File: src/rtl/cpu_bus_ctrl.sv
// rtl/cpu_bus_ctrl.sv - CPU bus controller decoding RAM, IO and ROM regions
//
// Purpose: converts each CPU access into a RAM, ROM or IO cycle and
// returns a single-cycle rdy pulse when the access completes.
// RAM accesses take no extra wait cycles. ROM accesses add ROM_WAIT
// wait cycles. IO accesses use a req/ack handshake with a timeout.
//
// Ports:
//   clk, res               clock and synchronous active-high reset
//   add_bus, d_out         CPU address and write data
//   write_en               CPU write strobe, active-low
//   d_in, rdy              registered read data and completion pulse to the CPU
//   mem_addr, mem_wdata    latched address [14:0] and write data for RAM/ROM
//   mem_we                 RAM write strobe
//   ram_cs, rom_cs         region chip selects
//   ram_rdata, rom_rdata   asynchronous-read memory data
//   io_req, io_we          IO request and direction (1 = write)
//   io_ack, io_rdata       IO completion and read data
//   bus_err                one-cycle pulse, coincident with rdy, on IO timeout
module cpu_bus_ctrl #(
  parameter int unsigned ROM_WAIT   = 2,
  parameter int unsigned IO_TIMEOUT = 15
) (
  input  logic        clk,
  input  logic        res,
  input  logic [15:0] add_bus,
  input  logic [7:0]  d_out,
  input  logic        write_en,
  output logic [7:0]  d_in,
  output logic        rdy,
  output logic [14:0] mem_addr,
  output logic [7:0]  mem_wdata,
  output logic        mem_we,
  output logic        ram_cs,
  output logic        rom_cs,
  input  logic [7:0]  ram_rdata,
  input  logic [7:0]  rom_rdata,
  output logic        io_req,
  output logic        io_we,
  input  logic        io_ack,
  input  logic [7:0]  io_rdata,
  output logic        bus_err
);

  typedef enum logic [2:0] {
    S_IDLE,
    S_ACCESS,
    S_WAIT,
    S_IO,
    S_DONE
  } state_t;

  typedef enum logic [1:0] {
    RG_RAM,
    RG_IO,
    RG_ROM
  } region_t;

  localparam logic [3:0] WAIT_LOAD = 4'(ROM_WAIT);
  localparam logic [7:0] TMO_LIMIT = 8'(IO_TIMEOUT);

  state_t      state;
  state_t      state_nx;
  region_t     region;
  region_t     addr_region;
  logic        wr_lat;
  logic [3:0]  wait_cnt;
  logic [3:0]  wait_nx;
  logic [7:0]  io_cnt;
  logic [7:0]  io_nx;
  logic [7:0]  io_inc;
  logic [7:0]  d_in_nx;
  logic        berr_nx;
  logic        capture;
  logic        active;

  // Bit 15 clear selects RAM; otherwise bit 14 splits IO from ROM.
  always_comb begin
    addr_region = RG_RAM;
    if (add_bus[15]) begin
      addr_region = add_bus[14] ? RG_ROM : RG_IO;
    end
  end

  assign io_inc = io_cnt + 8'd1;

  always_comb begin
    state_nx = state;
    wait_nx  = wait_cnt;
    io_nx    = io_cnt;
    d_in_nx  = d_in;
    berr_nx  = 1'b0;
    capture  = 1'b0;

    case (state)
      S_IDLE: begin
        wait_nx  = 4'd0;
        io_nx    = 8'd0;
        state_nx = (addr_region == RG_IO) ? S_IO : S_ACCESS;
      end

      S_ACCESS: begin
        if ((region == RG_ROM) && (WAIT_LOAD != 4'd0)) begin
          wait_nx  = WAIT_LOAD;
          state_nx = S_WAIT;
        end else begin
          capture  = 1'b1;
          state_nx = S_DONE;
        end
      end

      S_WAIT: begin
        // Counter holds the wait cycles still to run, including this one.
        if (wait_cnt <= 4'd1) begin
          wait_nx  = 4'd0;
          capture  = 1'b1;
          state_nx = S_DONE;
        end else begin
          wait_nx = wait_cnt - 4'd1;
        end
      end

      S_IO: begin
        // An ack on the timeout cycle is checked first, so it wins.
        if (io_ack) begin
          if (!wr_lat) begin
            d_in_nx = io_rdata;
          end
          state_nx = S_DONE;
        end else if (io_inc == TMO_LIMIT) begin
          io_nx    = io_inc;
          berr_nx  = 1'b1;
          if (!wr_lat) begin
            d_in_nx = 8'hFF;
          end
          state_nx = S_DONE;
        end else begin
          io_nx = io_inc;
        end
      end

      S_DONE: begin
        state_nx = S_IDLE;
      end

      default: begin
        state_nx = S_IDLE;
      end
    endcase

    // Memory read data is sampled on the edge that ends the last select cycle.
    if (capture && !wr_lat) begin
      d_in_nx = (region == RG_ROM) ? rom_rdata : ram_rdata;
    end
  end

  always_ff @(posedge clk) begin
    if (res) begin
      state     <= S_IDLE;
      region    <= RG_RAM;
      wr_lat    <= 1'b0;
      wait_cnt  <= 4'd0;
      io_cnt    <= 8'd0;
      mem_addr  <= 15'd0;
      mem_wdata <= 8'd0;
      d_in      <= 8'd0;
      rdy       <= 1'b0;
      bus_err   <= 1'b0;
    end else begin
      state    <= state_nx;
      wait_cnt <= wait_nx;
      io_cnt   <= io_nx;
      d_in     <= d_in_nx;
      rdy      <= (state_nx == S_DONE);
      bus_err  <= berr_nx;
      if (state == S_IDLE) begin
        mem_addr  <= add_bus[14:0];
        mem_wdata <= d_out;
        wr_lat    <= ~write_en;
        region    <= addr_region;
      end
    end
  end

  // Strobes decode straight from the state register, so IDLE and DONE
  // can never drive them.
  assign active = (state == S_ACCESS) || (state == S_WAIT);
  assign ram_cs = active && (region == RG_RAM);
  assign rom_cs = active && (region == RG_ROM);
  assign mem_we = ram_cs && wr_lat;
  assign io_req = (state == S_IO);
  assign io_we  = io_req && wr_lat;

endmodule

File: config.mk
export PLATFORM = sky130hd
export DESIGN_NAME = cpu_bus_ctrl
export DESIGN_NICKNAME = d
export VERILOG_FILES = /design/src/rtl/cpu_bus_ctrl.sv
export SDC_FILE = /design/constraint.sdc
export NUM_CORES = 1
export LEC_CHECK = 0
export CAP_MARGIN = 20
export CORE_UTILIZATION = 40
export DETAILED_ROUTE_END_ITERATION = 10
export PLACE_DENSITY = 0.84
export SLEW_MARGIN = 10
export SYNTH_ARGS = -nofsm -noshare
export SYNTH_HDL_FRONTEND = slang
export SYNTH_SLANG_ARGS = --single-unit
File: constraint.sdc
create_clock -name clk -period 1.8 [get_ports clk]
set_input_delay 0.45 -clock clk [delete_from_list [all_inputs] [get_ports clk]]
set_output_delay 0.45 -clock clk [all_outputs]
set_load 0.01 [all_outputs]
# Word level (Yosys, flattened, before mapping)
# Index checks and enable logic that the tools add are counted.
# word_totals
reg_bits,51
inputBits,52
output_inout_bits,38
word_cells,66
# classes
addsub,2
n_lt_le_gt_ge,1
n_eq_ne,10
n_mux,24
bitwise,2
reduce_logical,17
# op_table
op,count
$mux 8,8
$pmux 8 s2,1
$mux 3,4
$pmux 3 s4,1
$pmux 4 s3,1
$add 8x1->8 const B,1
$eq 8x4->1 const B,1
$mux 4,2
$eq 3x2->1 const B,2
$mux 2,3
$reduce_bool 3->1,2
$logic_and 1x1->1,5
$le 4x1->1 const B,1
$ne 2x2->1 const B,2
$reduce_and 2->1,2
$reduce_bool 2->1,2
$sub 4x1->4 const B,1
$eq 3x1->1 const B,1
$eq 3x3->1 const B,1
$logic_not 3->1,1
$mux 1,3
$reduce_and 3->1,1
$reduce_or 3->1,1
$eq 2x1->1 const B,1
other kinds (7),8

# Logic depth before layout (Yosys ltp)
# logic_depth
depth_word,6
mapped_depth,7
ltp_nobuf,7

# Least setup slack after synthesis
# No wires, ideal clock.
# synth_path
kind,reg2out
startpoint,register state[1]
endpoint,output port mem_we
arrival_ns,1.331
t_required_ns,1.350
slack_ns,0.019
stages_incl_launch_ff,6
n_path_buf,1
path_cell_list,dfxtp_1 buf_4 nand2b_1 a21o_1 nor3_1 and2_1
# synth_between
elab_chain_cells,4
word_cells_on_any_way,5
classes_between,2 x eq/ne; 3 x reduce/logical
# synth_rtl
element,line,rtl
"start, declared",62,state_t state;
"start signal, assigned",170,state <= state_nx;
$eq 3x1->1 or $eq 3x2->1 (tied branches),187,assign active = (state == S_ACCESS) || (state == S_WAIT);
$logic_or 1x1->1 (*),187,
$logic_and 1x1->1 (*),188,assign ram_cs = active && (region == RG_RAM);
named net ram_cs,34,"output logic ram_cs,"
$logic_and 1x1->1 (*),190,assign mem_we = ram_cs && wr_lat;
"end, declared",33,"output logic mem_we,"
# The timed path passes the listed nets; every way through them passes the cells marked *.

# Worst setup path in the final report
# layout_path
startpoint,register state[1]
endpoint,output port mem_we
# layout_between
elab_chain_cells,4
word_cells_on_any_way,5
classes_between,2 x eq/ne; 3 x reduce/logical
# layout_rtl
element,line
$eq 3x1->1 or $eq 3x2->1 (tied branches),187
$logic_or 1x1->1 (*),187
$logic_and 1x1->1 (*),188
$logic_and 1x1->1 (*),190
# Mark *: on every way between the ends. The rest lies on a longest branch, timed or not.

==> results.cfg <==
[synth]
avgSynthCellArea_sq_um = 7.789
yosys.area_share.simple_pct = 31.51
yosys.cell_types.count = 44
synthAdderAreaFrac_pct = 2.066
syn_nets = 367
synth_edf_count = 0
synth.top_cells.by_count = nand2_1 (69), dfxtp_1 (51), a21oi_1 (41)
synth_top_area_share_pct = 42.15
yosys-top-cells-area = dfxtp_1 (42%), nand2_1 (11%), a21oi_1 (8.5%), nand2b_1 (3.9%), o221ai_1 (2.9%)
synth_ff_type = dfxtp_1
syn_area_sq_um = 2422
async_flop_share_pct = 0
ys_seq_elements = 51
synth_xor_area_share_pct = 0.7231
synth_compound_area_share_pct = 18.65
synth_top_family_by_area = simple AND/OR/NAND/NOR gates
syn_inst = 311
ys_warn_count = 0
synth_most_common_cell = nand2_1
synth_mux_area_share_pct = 0.8781
synth.largest_area_cell = dfxtp_1
yosysSeqAreaShare_pct = 42.15

[power_and_ir_drop]
p_comb_share_pct = 51.4
p_int_mw = 3.110
ir_worst_vdd_mv = 0.7151
power.density_nw_per_um2 = 1297
switching_share_pct = 36.83
power_frac_clock_pct = 15.8
p_seq_share_pct = 32.7
p_sw_mw = 1.813
leakage_nw = 1.455

[global_routing]
grt_overflow = 0
gr-usage-all-layers_pct = 22.23
antenna_found_initial = 0
grt_pass1_vias = 2519
grt_pass1_wl_microns = 11280
grt_max_degree = 29

[clocking]
clk_path_buf_depth = 2
ctsRootBufferMaster = clkbuf_8
cts_sinks = 51
insertion_delay_ns = 0.31
cts_tree = yes
cts_htree_levels = 2
cts.clk_slew.worst_paths_ns = 0.09
cts_buffers = 5
postCtsHoldBufs = 0

[timing]
tns_ns = -0.1369
skew_ns = 0.008867
whs_ns = 0.4568
maxSlewViolCount = 0
hold_viol_final = 0
min_period_ns = 1.890
rsz0062_at_grt = true
finalSetupViolations = 2
worst_pin_slew_ns = 0.4473
post-route-period-util_pct = 105.0
max_clock_freq_ghz = 0.5292
finalWorstSetupSlack_ns = -0.08981
slew_headroom_pct = 70.14

[run_status]
status = complete, but fails checks
violations = negative setup slack

[detailed_routing]
ant_nets = 0
routedWlPerCell_microns = 13.92
via_per_inst = 5.280
drc = 0
drt_iter0_markers = 79
drt_wl_total_microns = 6959
firstDrtPassIters = 4
route.vias.total = 2640

[floorplanning]
rows = 27
die_y_microns = 79.82
start_util_pct = 42.68
pin_count = 90
die_w_microns = 79.82
core_area_sq_um = 5675
dieArea_sq_um = 6371

[min_path]
min-delay-path-class = reg -> reg

[final_layout]
n_fill_cell = 466
final_cells = 500
drive_gt1_share_pct = 18.22
utilization_pct = 66.91
final-seq-area_sq_um = 1035
fin_nets = 484
areaGrowthSynthToFinish_pct = 56.77
diodes = 0
multi_input_area_sq_um = 1360

[worst_setup_path]
crit_arrival_ns = 1.44
ff2ff_setup_slack_ns = 0.03
worstPathRequired_ns = 1.35
critPathKind = reg -> out
crit_path_max_fanout = 4
cp-end-kind = primary output
start_kind = flop

[placement]
gp_congestion = 0.8499
hpwl_microns = 4983
io_buffers = 89
place_inst = 489

[run]
drv_cap = 0
layout by cell type (no fill, tap or decap), types with 5 or more instances in the layout:
master,count
nor2_1,17
nand2b_1,13
clkdlybuf4s50_1,83
clkbuf_8,5
a21oi_1,40
o21ai_0,9
buf_4,37
nor3_1,7
nand4_1,8
o221ai_1,5
nand2_1,69
dfxtp_1,46
nand3_1,12
buf_2,5
flip-flops by register name, indices dropped and copies added (netlist names):
register   count
bus_err        1
region         2
wait_cnt       4
state          3
io_cnt         8
wr_lat         1
d_in           8
mem_addr      15
mem_wdata      8
rdy            1
timing repair:
action / 4_1_cts / 5_1_grt
setup buffers: 3 / 1
endpoints found under the hold margin: 0 / 0
resized for setup: 31 / 13
endpoints found under the setup margin: 9 / 12
pin swaps: 7 / 9
power groups by stage:
| stage | Clock (mW) | Sequential [mW] | Combinational, mW |
|---|---|---|---|
| final | 0.780 | 1.61 | 2.53 |
| after detailed placement | 0 | 1.62 | 2.34 |
| after global routing | 0.833 | 1.65 | 2.78 |
| after global placement | 0 | 1.61 | 2.30 |
| after CTS | 0.796 | 1.60 | 2.47 |
| after floorplan | 0 | 1.69 | 1.14 |
metrics by stage:
stage | area [sq um] | setup WS (ns) | power [mW]
global route | 3797 | -0.1421 | 5.258
finish | 3797 | -0.08981 | 4.924
floorplan | 2422 | 0.01922 | 2.833
detailed placement | 3590 | -0.2652 | 3.964
global placement | 3590 | -0.2096 | 3.908
CTS | 3742 | -0.1264 | 4.869
metal layers:
layer | up-vias | global-route usage [%] | routed length (microns)
met2 | 100 | 39.83 | 3375
met5 | - | 0 | 0
met3 | 6 | 5.943 | 545
met4 | 0 | 4.464 | 65
li1 | 1322 | - | -
met1 | 1212 | 26.49 | 2972
final cells by class:
type | instances | share of cell area [%]
inverter | 5 | 0.4942
sequential | 51 | 27.25
clock inverter | 2 | 0.9885
multi-input combinational | 236 | 35.82
tap | 72 | 2.372
timing repair buffer | 129 | 31.27
clock buffer | 5 | 1.812
path summary, 6_finish.rpt:
| check | depth (start not counted) | from | endpoint |
|---|---|---|---|
| max | 5 | state[1] | mem_we |
| min | 2 | mem_addr[7] | mem_addr[7] |
| max reg2reg | 7 | state[0] | d_in[5] |
| min reg2reg | 2 | mem_addr[7] | mem_addr[7] |
kinds of logic after synthesis:
kind of cell | count (synthesis)
flip-flops | 51
AO/OA/AOI/OAI | 74
XOR/XNOR | 2
multiplexers | 2
buffers and inverters | 24
adder cells (fa/ha/maj) | 4
AND/OR/NAND/NOR | 154
worst max-delay path, cell delays in order (launching register included):
cell      delay [ns]
dfxtp_4         0.37
nand2b_4        0.14
a21o_1          0.19
nor3_2          0.16
and2_1          0.16
buf_2           0.13
No activity file was read; power rests on OpenSTA's default activity.
